## src/rtl/operand_fwd_stage_if.sv

```systemverilog
// Decode/forwarding/execute bundle for the operand forwarding stage.
interface operand_fwd_stage_if #(
    parameter int unsigned WIDTH = 16,
    parameter int unsigned AW    = 3
);
    // decode side
    logic             id_valid;
    logic [AW-1:0]    id_addr_s;
    logic [AW-1:0]    id_addr_t;
    logic             id_uses_s;
    logic             id_uses_t;
    logic [AW-1:0]    id_dest;
    logic             id_wr_en;
    logic             id_is_load;
    // register file read data
    logic [WIDTH-1:0] rs;
    logic [WIDTH-1:0] rt;
    // execute handshake
    logic             ex_ready;
    // MEM result
    logic             mem_wr_en;
    logic [AW-1:0]    mem_dest;
    logic [WIDTH-1:0] mem_data;
    logic             mem_fwd_ok;
    // WB result
    logic             wb_wr_en;
    logic [AW-1:0]    wb_dest;
    logic [WIDTH-1:0] wb_data;
    // stage outputs
    logic             stall;
    logic             ex_valid;
    logic [WIDTH-1:0] ex_op_s;
    logic [WIDTH-1:0] ex_op_t;
    logic [AW-1:0]    ex_dest;
    logic             ex_wr_en;
    logic             ex_is_load;
    logic [15:0]      stall_cnt;

    modport master (
        output id_valid, id_addr_s, id_addr_t, id_uses_s, id_uses_t,
               id_dest, id_wr_en, id_is_load, rs, rt, ex_ready,
               mem_wr_en, mem_dest, mem_data, mem_fwd_ok,
               wb_wr_en, wb_dest, wb_data,
        input  stall, ex_valid, ex_op_s, ex_op_t, ex_dest, ex_wr_en,
               ex_is_load, stall_cnt
    );

    modport slave (
        input  id_valid, id_addr_s, id_addr_t, id_uses_s, id_uses_t,
               id_dest, id_wr_en, id_is_load, rs, rt, ex_ready,
               mem_wr_en, mem_dest, mem_data, mem_fwd_ok,
               wb_wr_en, wb_dest, wb_data,
        output stall, ex_valid, ex_op_s, ex_op_t, ex_dest, ex_wr_en,
               ex_is_load, stall_cnt
    );
endinterface

```

## src/rtl/operand_fwd_stage.sv

```systemverilog
// Decode-to-execute stage: operand capture, MEM/WB forwarding, hazard stall.
module operand_fwd_stage #(
    parameter int unsigned WIDTH = 16,
    parameter int unsigned AW    = 3
) (
    input  logic clk,
    input  logic rst,
    operand_fwd_stage_if.slave bus
);
    localparam int unsigned CNT_W = 16;

    logic             need_s;
    logic             need_t;
    logic             mem_hit_s;
    logic             mem_hit_t;
    logic             wb_hit_s;
    logic             wb_hit_t;
    logic             haz_s;
    logic             haz_t;
    logic             hazard;
    logic             stall_c;
    logic [WIDTH-1:0] op_s_c;
    logic [WIDTH-1:0] op_t_c;

    logic             ex_valid;
    logic [WIDTH-1:0] ex_op_s;
    logic [WIDTH-1:0] ex_op_t;
    logic [AW-1:0]    ex_dest;
    logic             ex_wr_en;
    logic             ex_is_load;
    logic [CNT_W-1:0] stall_cnt;

    // Source match detection and hazards that forwarding cannot cover
    always_comb begin
        need_s    = bus.id_valid & bus.id_uses_s;
        need_t    = bus.id_valid & bus.id_uses_t;
        mem_hit_s = bus.mem_wr_en & (bus.mem_dest == bus.id_addr_s);
        mem_hit_t = bus.mem_wr_en & (bus.mem_dest == bus.id_addr_t);
        wb_hit_s  = bus.wb_wr_en & (bus.wb_dest == bus.id_addr_s);
        wb_hit_t  = bus.wb_wr_en & (bus.wb_dest == bus.id_addr_t);
        haz_s     = need_s & ((ex_valid & ex_wr_en & (ex_dest == bus.id_addr_s)) |
                              (mem_hit_s & ~bus.mem_fwd_ok));
        haz_t     = need_t & ((ex_valid & ex_wr_en & (ex_dest == bus.id_addr_t)) |
                              (mem_hit_t & ~bus.mem_fwd_ok));
        hazard    = haz_s | haz_t;
        stall_c   = ~rst & bus.id_valid & (hazard | ~bus.ex_ready);
    end

    // Operand select: MEM (youngest) over WB over register file
    always_comb begin
        op_s_c = bus.rs;
        op_t_c = bus.rt;
        if (bus.id_uses_s) begin
            if (mem_hit_s & bus.mem_fwd_ok) begin
                op_s_c = bus.mem_data;
            end else if (wb_hit_s) begin
                op_s_c = bus.wb_data;
            end
        end
        if (bus.id_uses_t) begin
            if (mem_hit_t & bus.mem_fwd_ok) begin
                op_t_c = bus.mem_data;
            end else if (wb_hit_t) begin
                op_t_c = bus.wb_data;
            end
        end
    end

    // Output bundle register: hold on backpressure, bubble on hazard
    always_ff @(posedge clk) begin
        if (rst) begin
            ex_valid   <= 1'b0;
            ex_op_s    <= '0;
            ex_op_t    <= '0;
            ex_dest    <= '0;
            ex_wr_en   <= 1'b0;
            ex_is_load <= 1'b0;
        end else if (bus.ex_ready) begin
            if (bus.id_valid & ~hazard) begin
                ex_valid   <= 1'b1;
                ex_op_s    <= op_s_c;
                ex_op_t    <= op_t_c;
                ex_dest    <= bus.id_dest;
                ex_wr_en   <= bus.id_wr_en;
                ex_is_load <= bus.id_is_load;
            end else begin
                ex_valid <= 1'b0;
                ex_wr_en <= 1'b0;
            end
        end
    end

    // Saturating count of stalled cycles
    always_ff @(posedge clk) begin
        if (rst) begin
            stall_cnt <= '0;
        end else if (stall_c && (stall_cnt != {CNT_W{1'b1}})) begin
            stall_cnt <= stall_cnt + CNT_W'(1);
        end
    end

    assign bus.stall      = stall_c;
    assign bus.ex_valid   = ex_valid;
    assign bus.ex_op_s    = ex_op_s;
    assign bus.ex_op_t    = ex_op_t;
    assign bus.ex_dest    = ex_dest;
    assign bus.ex_wr_en   = ex_wr_en;
    assign bus.ex_is_load = ex_is_load;
    assign bus.stall_cnt  = stall_cnt;
endmodule

```

## src/flat_wrapper.sv

```systemverilog
// flat-port wrapper written by rule: the top's interface ports become plain ports
module operand_fwd_stage_flat 
#(
    parameter int unsigned WIDTH = 16,
    parameter int unsigned AW    = 3
)
  (clk, rst, bus_id_valid, bus_id_addr_s, bus_id_addr_t, bus_id_uses_s, bus_id_uses_t, bus_id_dest, bus_id_wr_en, bus_id_is_load, bus_rs, bus_rt, bus_ex_ready, bus_mem_wr_en, bus_mem_dest, bus_mem_data, bus_mem_fwd_ok, bus_wb_wr_en, bus_wb_dest, bus_wb_data, bus_stall, bus_ex_valid, bus_ex_op_s, bus_ex_op_t, bus_ex_dest, bus_ex_wr_en, bus_ex_is_load, bus_stall_cnt);
  operand_fwd_stage_if #(.WIDTH(WIDTH), .AW(AW)) bus_i ();
  input  logic clk;
  input  logic rst;
  input wire logic [$bits(bus_i.id_valid)-1:0] bus_id_valid;
  input wire logic [$bits(bus_i.id_addr_s)-1:0] bus_id_addr_s;
  input wire logic [$bits(bus_i.id_addr_t)-1:0] bus_id_addr_t;
  input wire logic [$bits(bus_i.id_uses_s)-1:0] bus_id_uses_s;
  input wire logic [$bits(bus_i.id_uses_t)-1:0] bus_id_uses_t;
  input wire logic [$bits(bus_i.id_dest)-1:0] bus_id_dest;
  input wire logic [$bits(bus_i.id_wr_en)-1:0] bus_id_wr_en;
  input wire logic [$bits(bus_i.id_is_load)-1:0] bus_id_is_load;
  input wire logic [$bits(bus_i.rs)-1:0] bus_rs;
  input wire logic [$bits(bus_i.rt)-1:0] bus_rt;
  input wire logic [$bits(bus_i.ex_ready)-1:0] bus_ex_ready;
  input wire logic [$bits(bus_i.mem_wr_en)-1:0] bus_mem_wr_en;
  input wire logic [$bits(bus_i.mem_dest)-1:0] bus_mem_dest;
  input wire logic [$bits(bus_i.mem_data)-1:0] bus_mem_data;
  input wire logic [$bits(bus_i.mem_fwd_ok)-1:0] bus_mem_fwd_ok;
  input wire logic [$bits(bus_i.wb_wr_en)-1:0] bus_wb_wr_en;
  input wire logic [$bits(bus_i.wb_dest)-1:0] bus_wb_dest;
  input wire logic [$bits(bus_i.wb_data)-1:0] bus_wb_data;
  output wire logic [$bits(bus_i.stall)-1:0] bus_stall;
  output wire logic [$bits(bus_i.ex_valid)-1:0] bus_ex_valid;
  output wire logic [$bits(bus_i.ex_op_s)-1:0] bus_ex_op_s;
  output wire logic [$bits(bus_i.ex_op_t)-1:0] bus_ex_op_t;
  output wire logic [$bits(bus_i.ex_dest)-1:0] bus_ex_dest;
  output wire logic [$bits(bus_i.ex_wr_en)-1:0] bus_ex_wr_en;
  output wire logic [$bits(bus_i.ex_is_load)-1:0] bus_ex_is_load;
  output wire logic [$bits(bus_i.stall_cnt)-1:0] bus_stall_cnt;
  assign bus_i.id_valid = bus_id_valid;
  assign bus_i.id_addr_s = bus_id_addr_s;
  assign bus_i.id_addr_t = bus_id_addr_t;
  assign bus_i.id_uses_s = bus_id_uses_s;
  assign bus_i.id_uses_t = bus_id_uses_t;
  assign bus_i.id_dest = bus_id_dest;
  assign bus_i.id_wr_en = bus_id_wr_en;
  assign bus_i.id_is_load = bus_id_is_load;
  assign bus_i.rs = bus_rs;
  assign bus_i.rt = bus_rt;
  assign bus_i.ex_ready = bus_ex_ready;
  assign bus_i.mem_wr_en = bus_mem_wr_en;
  assign bus_i.mem_dest = bus_mem_dest;
  assign bus_i.mem_data = bus_mem_data;
  assign bus_i.mem_fwd_ok = bus_mem_fwd_ok;
  assign bus_i.wb_wr_en = bus_wb_wr_en;
  assign bus_i.wb_dest = bus_wb_dest;
  assign bus_i.wb_data = bus_wb_data;
  assign bus_stall = bus_i.stall;
  assign bus_ex_valid = bus_i.ex_valid;
  assign bus_ex_op_s = bus_i.ex_op_s;
  assign bus_ex_op_t = bus_i.ex_op_t;
  assign bus_ex_dest = bus_i.ex_dest;
  assign bus_ex_wr_en = bus_i.ex_wr_en;
  assign bus_ex_is_load = bus_i.ex_is_load;
  assign bus_stall_cnt = bus_i.stall_cnt;
  operand_fwd_stage #(.WIDTH(WIDTH), .AW(AW)) u_core (.clk(clk), .rst(rst), .bus(bus_i));
endmodule
```

## config.mk

```make
export PLATFORM = sky130hd
export DESIGN_NAME = operand_fwd_stage_flat
export DESIGN_NICKNAME = d
export VERILOG_FILES = /design/src/rtl/operand_fwd_stage_if.sv /design/src/rtl/operand_fwd_stage.sv /design/src/flat_wrapper.sv
export SDC_FILE = /design/constraint.sdc
export NUM_CORES = 1
export LEC_CHECK = 0
export BUFFER_PORTS_ARGS = -buffer_cell sky130_fd_sc_hd__buf_4
export CAP_MARGIN = 20
export CORE_MARGIN = 2
export CORE_UTILIZATION = 42
export CTS_CLUSTER_SIZE = 8
export DETAILED_ROUTE_END_ITERATION = 10
export GPL_TIMING_DRIVEN = 0
export HOLD_SLACK_MARGIN = 0.1
export PLACE_DENSITY = 0.85
export SKIP_CTS_REPAIR_TIMING = 1
export SLEW_MARGIN = 0
export SYNTH_ARGS = -nofsm -noshare
export SYNTH_HDL_FRONTEND = slang
export SYNTH_SLANG_ARGS = --single-unit
export TNS_END_PERCENT = 100
```

## constraint.sdc

```tcl
create_clock -name clk -period 2.1 [get_ports clk]
set_input_delay 0.42 -clock clk [delete_from_list [all_inputs] [get_ports clk]]
set_output_delay 0.42 -clock clk [all_outputs]
set_load 0.01 [all_outputs]
```

# After elaboration in Yosys (flattened, before gate mapping)
# Cells that the tools add are included.
# totals
word_cells	51
inputBits	90
ff_bits	54
# op_classes
add_sub_neg	1
bitwise_logic	26
n_eq_ne	7
muxes	8
reduce_logical	2
# ops
cell	count
two-way mux 16 bit	6
AND 1 bit	18
== test 3 bit	6
adder 16 x 1 -> 16 bit (second input constant)	1
inequality test 16 bit (second input constant)	1
NOT 1 bit	4
OR 1 bit	4
two-way mux 1 bit	2
AND reduction 2 bit	1
logical AND 1 bit	1

# Depth between registers and ports, before layout
# depth
word_depth	9
ltp_mapped	8
mapped_depth_nobuf	7

# Least setup slack after synthesis
# Ideal clock, no wire load.
# synth_timing
path_type	in2reg
start	input port bus_mem_dest[2]
end	register u_core.stall_cnt[11] (netlist: u_core.bus.stall_cnt[11])
n_path_buf	1
stages	7
arrival_time_ns	1.946
required_time_ns	1.977
path_slack_ns	0.031
path_cell_list	xnor2_1 nand4_1 a211oi_4 nor3_2 buf_6 nor4_1 mux2_1
# synth_between
elab_chain_len	9
# synth_lines
element	line	text
start: declaration	flat_wrapper.sv:23	input wire logic [$bits(bus_i.mem_dest)-1:0] bus_mem_dest;
== test 3 bit (on tied branches)	operand_fwd_stage.sv:37, operand_fwd_stage.sv:38	
AND 1 bit (on tied branches)	operand_fwd_stage.sv:37, operand_fwd_stage.sv:38	
AND 1 bit (on tied branches)	operand_fwd_stage.sv:42, operand_fwd_stage.sv:44	
OR 1 bit (on tied branches)	operand_fwd_stage.sv:41, operand_fwd_stage.sv:43	
AND 1 bit (on tied branches)	operand_fwd_stage.sv:41, operand_fwd_stage.sv:43	
OR 1 bit *	operand_fwd_stage.sv:45	hazard = haz_s | haz_t;
OR 1 bit *	operand_fwd_stage.sv:46	stall_c = ~rst & bus.id_valid & (hazard | ~bus.ex_ready);
AND 1 bit *	operand_fwd_stage.sv:46	
logical AND 1 bit *	operand_fwd_stage.sv:97	end else if (stall_c && (stall_cnt != {CNT_W{1'b1}})) begin
end signal: assignment	operand_fwd_stage.sv:98	stall_cnt <= stall_cnt + CNT_W'(1);
end: declaration	operand_fwd_stage.sv:31	logic [CNT_W-1:0] stall_cnt;
# Mark *: on every way between the ends. The rest lies on a longest branch, timed or not.
# A chain may end at the register's enable or synchronous reset.

# Final worst setup path
# layout_timing
start	input port bus_mem_dest[1]
end	register u_core.ex_op_t[4] (netlist: u_core.bus.ex_op_t[4])
# layout_between
elab_chain_len	9
# layout_lines
element	line	text
== test 3 bit (on tied branches)	operand_fwd_stage.sv:37, operand_fwd_stage.sv:38	
AND 1 bit (on tied branches)	operand_fwd_stage.sv:37, operand_fwd_stage.sv:38	
AND 1 bit (on tied branches)	operand_fwd_stage.sv:42, operand_fwd_stage.sv:44	
OR 1 bit (on tied branches)	operand_fwd_stage.sv:41, operand_fwd_stage.sv:43	
AND 1 bit (on tied branches)	operand_fwd_stage.sv:41, operand_fwd_stage.sv:43	
OR 1 bit	operand_fwd_stage.sv:45	
NOT 1 bit	operand_fwd_stage.sv:79	if (bus.id_valid & ~hazard) begin
AND 1 bit	operand_fwd_stage.sv:79	
AND reduction 2 bit (no source line)	--	
end signal: assignment	operand_fwd_stage.sv:82	ex_op_t <= op_t_c;
end: declaration	operand_fwd_stage.sv:27	logic [WIDTH-1:0] ex_op_t;
# Parallel ways exist; a longest one is shown, timed or not.

==> out/metrics.cfg <==
[yosys]
syn-cell-area_um2 = 2990
synth_edf_count = 0
yosysTopAreaCellShare = 0.3615
synth-seq-cells = 54
synth_nets = 421
async_reset_ff_frac = 0
synthFlopType = dfxtp_1
yosysMostFrequentCell = dfxtp_1
synth.largest_area_cell = dfxtp_1
ys.warnings.count = 0
synth_area_per_cell_um2 = 9.062
synth_common_cells = dfxtp_1 (54), nor2_1 (49), mux2i_1 (38)
ys_top_cells_by_area = dfxtp_1 (36%), mux2i_1 (13%), a22o_1 (9.4%), nor2_1 (6.2%), a21oi_1 (6.0%)
synth_seq_area_share = 0.3615
synth_cell_types = 44
synth_cells = 330

[timing]
drv_slew = 0
finalClockSkew_ns = 0.009150
tightest_slew_ns = 0.8403
fin_hold_ws_ns = 0.3514
slew_headroom = 0.4310
fin_setup_tns_ns = 0
period_minus_slack_ns = 2.036
finalHoldViolCount = 0
finalSetupViolations = 0
period_share = 0.9697
max_freq_ghz = 0.4911

[final_layout]
fillers = 610
final_nets = 585
syn_to_final_growth_pct = 51.13
drive_gt1_frac = 0.4323
final_core_util = 0.6615
n_antenna_cell = 0
instances_no_fill = 591

[place]
dp_hpwl_um = 7630
place_inst = 570
gp_congestion = 0.8939
portBuffers = 144

[power]
p_int_mw = 1.593
leakagePower_nw = 1.961
p_seq_frac = 0.490
p_sw_mw = 0.6409
irDropWorstVdd_mv = 0.2870
p_sw_frac = 0.2869
p_clk_frac = 0.270
power_density_nw_per_um2 = 494.3
combPwrFrac = 0.240

[critical_path]
reg2reg_setup_slack_ns = 0.06
slowest_delay_ns = 0.38
crit_top_cell = buf_4
crit_type = input port to register
crit_chain = buf_4, xnor2_2, nand4_1, a211oi_4, buf_4, nor4b_4, nor2_1, buf_2, a22o_1
rr_startpoint = u_core.bus.stall_cnt[0]$_SDFFE_PP0P_
crit_fanout = 10
end_kind = register
cp.required_ns = 2.35
critPathSlowestCell = a211oi_4
crit_arrival_ns = 2.28
worst_setup_path_start_kind = input port
rr_worst_depth = 6
r2r-end = u_core.bus.stall_cnt[15]$_SDFFE_PP0P_

[grt]
grt_pass1_vias = 3049
antenna_found_initial = 0
grt_usage = 0.2382
grt-ovfl-total = 0
grt_pass1_wl_um = 14790
grt_start_max_net_pins = 19

[worst_hold_path]
min_from = bus_id_wr_en
whs_endpoint = u_core.bus.ex_wr_en$_SDFFE_PP0P_
min_path_type = input port to register
hold_path_depth = 3

[flow_run]
cap_violations = 0

[floorplan]
die_x_um = 88.38
rows = 30
start_util = 0.4377
io_pins = 145
dieArea_um2 = 7811
core_um2 = 6832
die-height_um = 88.38

[status]
status = finished, final reports clean

[clock_network]
clk_path_buf_depth = 2
htree_levels = 2
cts_buffers = 5
path_clk_slew_ns = 0.10
clock_latency_ns = 0.30
cts_sinks = 54
cts_tree = yes
cts_root_buffer = clkbuf_8

[route]
routedWlPerCell_um = 17.02
via_count = 3223
dr.pass1.iters = 5
first_iter_violations = 207
wirelength_um = 10060
vias_per_cell = 5.453
ant_nets = 0
route.detailed.drc = 0

[final cells by class]
cell class	count	area (µm²)	share of cell area
Sequential cell	54	1101	0.2436
Timing Repair Buffer	158	1186	0.2625
Clock inverter	3	26.28	0.005814
Tap cell	96	120.1	0.02658
Inverter	2	7.507	0.001661
Multi-Input combinational cell	255	1923	0.4255
Buffer	18	86.33	0.01910
Clock buffer	5	68.82	0.01523
[power by group through the flow]
| stage | combinational (mW) | clock, mW | sequential (mW) |
|---|---|---|---|
| global route | 0.580 | 0.668 | 1.10 |
| detailed placement | 0.503 | 0 | 1.12 |
| floorplan | 0.211 | 0 | 1.13 |
| global placement | 0.487 | 0 | 1.12 |
| CTS | 0.505 | 0.615 | 1.09 |
| finish | 0.537 | 0.603 | 1.09 |
[cells in the final DEF (no fill, tap or decap), drive strengths merged, types with 5 or more instances in the layout]
master	n
a21oi	37
a22o	32
buf	165
clkbuf	16
dfxtp	54
mux2i	38
nand2	11
nand4	11
nor2	50
nor4	5
xnor2	12
xor2	8
[state kept, by name, summed over array words and instances (netlist names)]
name / flops
u_core.bus.ex_is_load: 1
u_core.bus.ex_op_s: 16
u_core.bus.ex_valid: 1
u_core.bus.ex_op_t: 16
u_core.bus.stall_cnt: 16
u_core.bus.ex_wr_en: 1
u_core.bus.ex_dest: 3
[routing by layer]
layer / vias to the layer above / track usage / wire [µm]
met1: 1515 / 0.3155 / 4041
li1: 1556 / - / -
met3: 16 / 0.04104 / 651
met2: 136 / 0.4005 / 5193
met4: 0 / 0.06749 / 172
met5: - / 0 / 0
[cell families (layout without fill, tap and decap cells)]
logic type | after synthesis | after routing | synth area share
muxes | 42 | 42 | 0.1423
DFF | 54 | 54 | 0.3615
xor gates and xnor gates | 20 | 20 | 0.05858
adders and majority gates | 1 | 1 | 0.004183
buffers and inverters | 21 | 186 | 0.03180
AOI/OAI and AO/OA | 89 | 89 | 0.2197
and+or+nand+nor | 103 | 103 | 0.1820
[worst max-delay path, delay by kind of cell]
kind | cells | cell delay, ns
compound gates | 2 | 0.56
xor+xnor | 1 | 0.17
buf+inv | 3 | 0.64
simple gates | 3 | 0.49
[per-stage QoR]
step           cell area [µm²]  total power, mW  worst slack (ns)
2_1_floorplan             2990            1.344           0.03068
3_3_place_gp              4192            1.602           -0.2816
3_5_place_dp              4192            1.621           -0.3436
4_1_cts                   4287            2.214           -0.2284
5_1_grt                   4519            2.347          -0.04488
6_report                  4519            2.234           0.06357
[worst max path at each step]
stage	from	to
3_3_place_gp	rst	u_core.bus.ex_op_t[2]$_SDFFE_PP0P_
6_report	bus_mem_dest[1]	u_core.bus.ex_op_t[4]$_SDFFE_PP0P_
5_1_grt	u_core.bus.stall_cnt[5]$_SDFFE_PP0P_	u_core.bus.stall_cnt[15]$_SDFFE_PP0P_
2_1_floorplan	bus_mem_dest[2]	u_core.bus.stall_cnt[11]$_SDFFE_PP0P_
4_1_cts	u_core.bus.stall_cnt[0]$_SDFFE_PP0P_	u_core.bus.stall_cnt[10]$_SDFFE_PP0P_
3_5_place_dp	rst	u_core.bus.ex_op_t[6]$_SDFFE_PP0P_
Power figures use the tool's default switching activity.
